--- src/rtl/qkd_pkg.sv ---
// Shared QKD post-processing definitions: default vector sizes and packer FSM states.
package qkd_pkg;

    localparam int unsigned QKD_N_QUBITS = 640;
    localparam int unsigned QKD_KEY_BITS = 128;

    typedef enum logic [1:0] {
        PK_IDLE = 2'b00,
        PK_SCAN = 2'b01,
        PK_DONE = 2'b10
    } pk_state_t;

endpackage : qkd_pkg

--- src/rtl/sifted_key_packer.sv ---
// Serial compactor: walks the latched sifted vectors one qubit per clock in
// ascending order and packs the sender bits of surviving positions into a
// dense raw key, stopping as soon as the key is full.
// Optional build macro SIFTED_KEY_PARITY_EN enables the running key parity;
// without it key_parity is tied low and no parity logic exists.
module sifted_key_packer
    import qkd_pkg::*;
#(
    parameter int unsigned N_QUBITS = QKD_N_QUBITS,
    parameter int unsigned KEY_BITS = QKD_KEY_BITS,
    parameter int unsigned CNT_W    = 8,
    parameter int unsigned IDX_W    = 10
) (
    input  logic                clk,
    input  logic                rst_n,
    input  logic                start,
    input  logic [N_QUBITS-1:0] sifted_valid,
    input  logic [N_QUBITS-1:0] sifted_sender,
    output logic                busy,
    output logic                done,
    output logic [KEY_BITS-1:0] key,
    output logic                key_valid,
    output logic                key_short,
    output logic [CNT_W-1:0]    bit_count,
    output logic                key_parity
);

    localparam int unsigned KIDX_W = (KEY_BITS > 1) ? $clog2(KEY_BITS) : 1;

    pk_state_t           state;
    logic [IDX_W-1:0]    idx;
    logic [N_QUBITS-1:0] vld_q;
    logic [N_QUBITS-1:0] snd_q;

    logic                wr_c;
    logic                bit_c;
    logic [CNT_W-1:0]    cnt_inc_c;
    logic [KIDX_W-1:0]   kidx_c;
    logic                full_c;
    logic                last_c;

    // Per-cycle scan decode for the currently addressed position
    always_comb begin
        wr_c      = vld_q[idx];
        bit_c     = snd_q[idx];
        cnt_inc_c = bit_count + CNT_W'(1);
        kidx_c    = KIDX_W'(bit_count);
        full_c    = wr_c && (cnt_inc_c == CNT_W'(KEY_BITS));
        last_c    = (idx == IDX_W'(N_QUBITS - 1));
    end

    // Packer FSM with registered status outputs and key datapath
    always_ff @(posedge clk or negedge rst_n) begin
        if (!rst_n) begin
            state     <= PK_IDLE;
            idx       <= '0;
            vld_q     <= '0;
            snd_q     <= '0;
            busy      <= 1'b0;
            done      <= 1'b0;
            key       <= '0;
            key_valid <= 1'b0;
            key_short <= 1'b0;
            bit_count <= '0;
`ifdef SIFTED_KEY_PARITY_EN
            key_parity <= 1'b0;
`endif
        end else begin
            case (state)
                PK_IDLE: begin
                    if (start) begin
                        vld_q     <= sifted_valid;
                        // Mask so undefined sender bits at dropped positions never reach the key
                        snd_q     <= sifted_sender & sifted_valid;
                        key       <= '0;
                        bit_count <= '0;
                        key_valid <= 1'b0;
                        key_short <= 1'b0;
                        idx       <= '0;
                        busy      <= 1'b1;
                        state     <= PK_SCAN;
`ifdef SIFTED_KEY_PARITY_EN
                        key_parity <= 1'b0;
`endif
                    end
                end
                PK_SCAN: begin
                    if (wr_c) begin
                        key[kidx_c] <= bit_c;
                        bit_count   <= cnt_inc_c;
`ifdef SIFTED_KEY_PARITY_EN
                        key_parity  <= key_parity ^ bit_c;
`endif
                    end
                    if (full_c || last_c) begin
                        busy      <= 1'b0;
                        done      <= 1'b1;
                        key_valid <= full_c;
                        key_short <= !full_c;
                        state     <= PK_DONE;
                    end else begin
                        idx <= idx + IDX_W'(1);
                    end
                end
                PK_DONE: begin
                    done  <= 1'b0;
                    state <= PK_IDLE;
                end
                default: begin
                    busy  <= 1'b0;
                    done  <= 1'b0;
                    state <= PK_IDLE;
                end
            endcase
        end
    end

`ifndef SIFTED_KEY_PARITY_EN
    // Parity feature disabled: port kept, held low
    assign key_parity = 1'b0;
`endif

endmodule : sifted_key_packer

--- config.mk ---
export PLATFORM = sky130hd
export DESIGN_NAME = sifted_key_packer
export DESIGN_NICKNAME = d
export VERILOG_FILES = /design/src/rtl/qkd_pkg.sv /design/src/rtl/sifted_key_packer.sv
export SDC_FILE = /design/constraint.sdc
export NUM_CORES = 2
export LEC_CHECK = 0
export BUFFER_PORTS_ARGS = -buffer_cell sky130_fd_sc_hd__buf_2
export CORE_AREA = 2 2 556 558
export DETAILED_ROUTE_END_ITERATION = 12
export DIE_AREA = 0 0 558 560
export HOLD_SLACK_MARGIN = 0.03
export PLACE_DENSITY_LB_ADDON = 0.08
export SLEW_MARGIN = 20
export SYNTH_ARGS = -nofsm -noshare
export SYNTH_HDL_FRONTEND = slang
export SYNTH_SLANG_ARGS = --single-unit
export TNS_END_PERCENT = 30
--- constraint.sdc ---
create_clock -name clk -period 10.5 [get_ports clk]
set_input_delay 1.05 -clock clk [delete_from_list [all_inputs] [get_ports clk]]
set_output_delay 1.05 -clock clk [all_outputs]
set_load 0.005 [all_outputs]
==> impl_metrics.yaml <==
logic_synthesis:
  syn_area_um2: 66000
  ys_types: 79
  synthArstFlopShare_pct: 100
  yosys-top-cells-area: "dfrtp_1, nand2_1, mux4_2"
  synth_top_area_share_pct: 54.3
  yosys_warnings: 0
  ys_ff_latch: 1432
  yosys.area.top_type: "dfrtp_1"
  synthCells: 7056
  avgSynthCellArea_um2: 9.36
  yosysSeqAreaShare_pct: 54.3
  ys.flop_type: "dfrtp_1"
  syn_nets: 8341
  synth_edf_count: 0
setup_path:
  rrSetupSlack_ns: 4.54
  endpoint_kind: "flop"
  critPathArrivalTime_ns: 6.64
  r2r-start: "idx[0]"
  cp_top_family: "multiplexers"
  path_cells: "buf_4 -> mux4_2 -> mux4_2 -> mux4_2 -> mux2i_1 -> o32a_1 -> nor2_2 -> nand3_1 -> o21ai_0"
  r2r_end: "key[16]"
  crit_top_cell: "mux4_2"
  startpoint_type: "flop"
  worst-path-buf-inv: 1
  reg2reg_depth: 9
  slowest_delay_ns: 0.86
  cpMaxStageDelayCell: "dfrtp_4"
  worstPathMaxFanout: 33
  cp.required_ns: 11.18
  path_class: "flop to flop"
cells_and_area:
  layout_commonest_cell: "nand2_1"
  area_growth_pct: 26.9
  utilization_pct: 27.3
  fin_cells: 12619
  mostFrequentLayoutCells: "nand2_1, dfrtp_1, buf_2"
  final_nets: 9568
  drive_above_1_share_pct: 25.3
status:
  outcome: "complete, no violations"
hold_path:
  min_path_type: "primary input to asynchronous set/reset pin"
timing:
  setup_viol: 0
  period_needed_ns: 5.96
  clock_skew_ns: 0.0739
  hold_viol_final: 0
  max_clock_freq_mhz: 168
  tightestPinTransition_ns: 1.19
  rsz0062_at_grt: "no"
  timing.final.max_slew_violations: 0
  fin_tns_setup_ns: 0
  relSlewSlack_pct: 20.4
  period_share_pct: 56.7
routing:
  wl_um: 371000
  final_antenna_net_count: 0
  vias_per_cell: 4.65
  drc: 0
  num_vias: 58728
  first_iter_violations: 5005
  drtPass1Iterations: 5
  wl_per_cell_um: 29.4
die:
  start_util_pct: 21.5
  die-area_um2: 312000
  die_w_um: 558
  fp.coreArea_um2: 307000
  io_pins: 1424
  die_height_um: 560
  num_rows: 204
power_and_ir_drop:
  p_leak_nw: 41.1
  ir_worst_vdd_mv: 0.127
  power_density_nw_per_um2: 162
grt:
  grt_usage_pct: 23.2
  grt_pass1_wl_um: 507000
  grt_pass1_vias: 61132
  grt_max_degree: 200
  grt_antenna_before_repair: 178
  grt-ovfl-total: 0
job:
  drv_cap: 0
clock_tree:
  clock-sinks: 1432
  cts_tree: "done"
  cts_root_buf: "clkbuf_16"
  clockBufferDepth: 4
  cts_buffers: 189
  htree_levels: 4
  cts_setup_buffers: 0
  clock_latency_ns: 0.88
  cts_hold_buf: 0
  clk_pin_slew_ns: 0.06
  post_cts_resize_count: 0
placement:
  dp_hpwl_um: 284000
  dpl.cell_count: 12212
  numPortBuffers: 1422
  gp_congestion: 0.900
-- stage by stage --
step                      instance area (µm²)  setup slack (ns)  power [W]  hold slack [ns]
after global routing                    83700              3.90     0.0141           0.0965
final                                   83800              4.54     0.0136           0.0945
after detailed placement                77200              4.17    0.00691            0.450
after CTS                               83600              4.21     0.0138            0.125
after floorplan                         66000              7.13    0.00617            0.430
after global placement                  77100              4.17    0.00691            0.445
-- layout make-up --
cell class	instances	area, µm²
antenna	67	168
clock buffer	293	5790
clock inverter	47	671
fill	33352	223000
inverter	15	62.6
multi-input combinational	5140	28000
sequential	1432	35900
tap	4120	5150
timing repair buffer	1505	8060
-- power breakdown --
| part | total (W) | switching (W) | internal (W) |
|---|---|---|---|
| logic | 0.000916 | 0.000577 | 0.000339 |
| registers | 0.00588 | 0.000134 | 0.00574 |
| clock network | 0.00681 | 0.00273 | 0.00408 |
-- sequential cells by signal (all words and copies together) (netlist names) --
signal	cells
idx	10
key_short	1
snd_q	640
busy	1
vld_q	640
key_valid	1
state	2
key	128
done	1
bit_count	8
-- worst max path at each step --
stage	start	end	depth (start not counted)
6_report	idx[0]	key[16]	9
5_1_grt	idx[0]	key[40]	11
4_1_cts	idx[2]	key[72]	11
3_5_place_dp	idx[2]	key[72]	11
3_3_place_gp	idx[2]	key[48]	11
2_1_floorplan	idx[0]	bit_count[1]	16
-- kinds of logic (layout without fill, tap and decap cells) --
family,count (synthesis),after routing,share of synthesized area (%)
adder cells (fa/ha/maj),2,2,0.0379
buffers and inverters,484,1860,3.42
AO/OA/AOI/OAI,649,649,5.97
multiplexers,418,418,11.6
flip-flops,1432,1432,54.3
other,1,68,0.00568
AND/OR/NAND/NOR,4070,4070,24.7
-- cells in the mapped netlist, drive strengths merged, types with 15 or more instances --
master / count
a22oi: 38
a211oi: 16
clkbuf: 378
a21oi: 174
mux2: 24
nand2: 3281
mux4: 271
o21ai: 275
buf: 91
dfrtp: 1432
o221ai: 38
mux2i: 123
a22o: 15
nand3: 668
o22ai: 18
nor3: 17
nor2: 48
-- per-layer routing --
layer | share of wire, % | up-vias | GRT usage (%)
met3 | 6.2 | 555 | 4.40
met5 | 0.11 | - | 0
li1 | - | 26229 | -
met2 | 48 | 2182 | 38.8
met4 | 3.6 | 66 | 7.80
met1 | 42 | 29696 | 29.8
No activity file was read; power rests on OpenSTA's default activity.
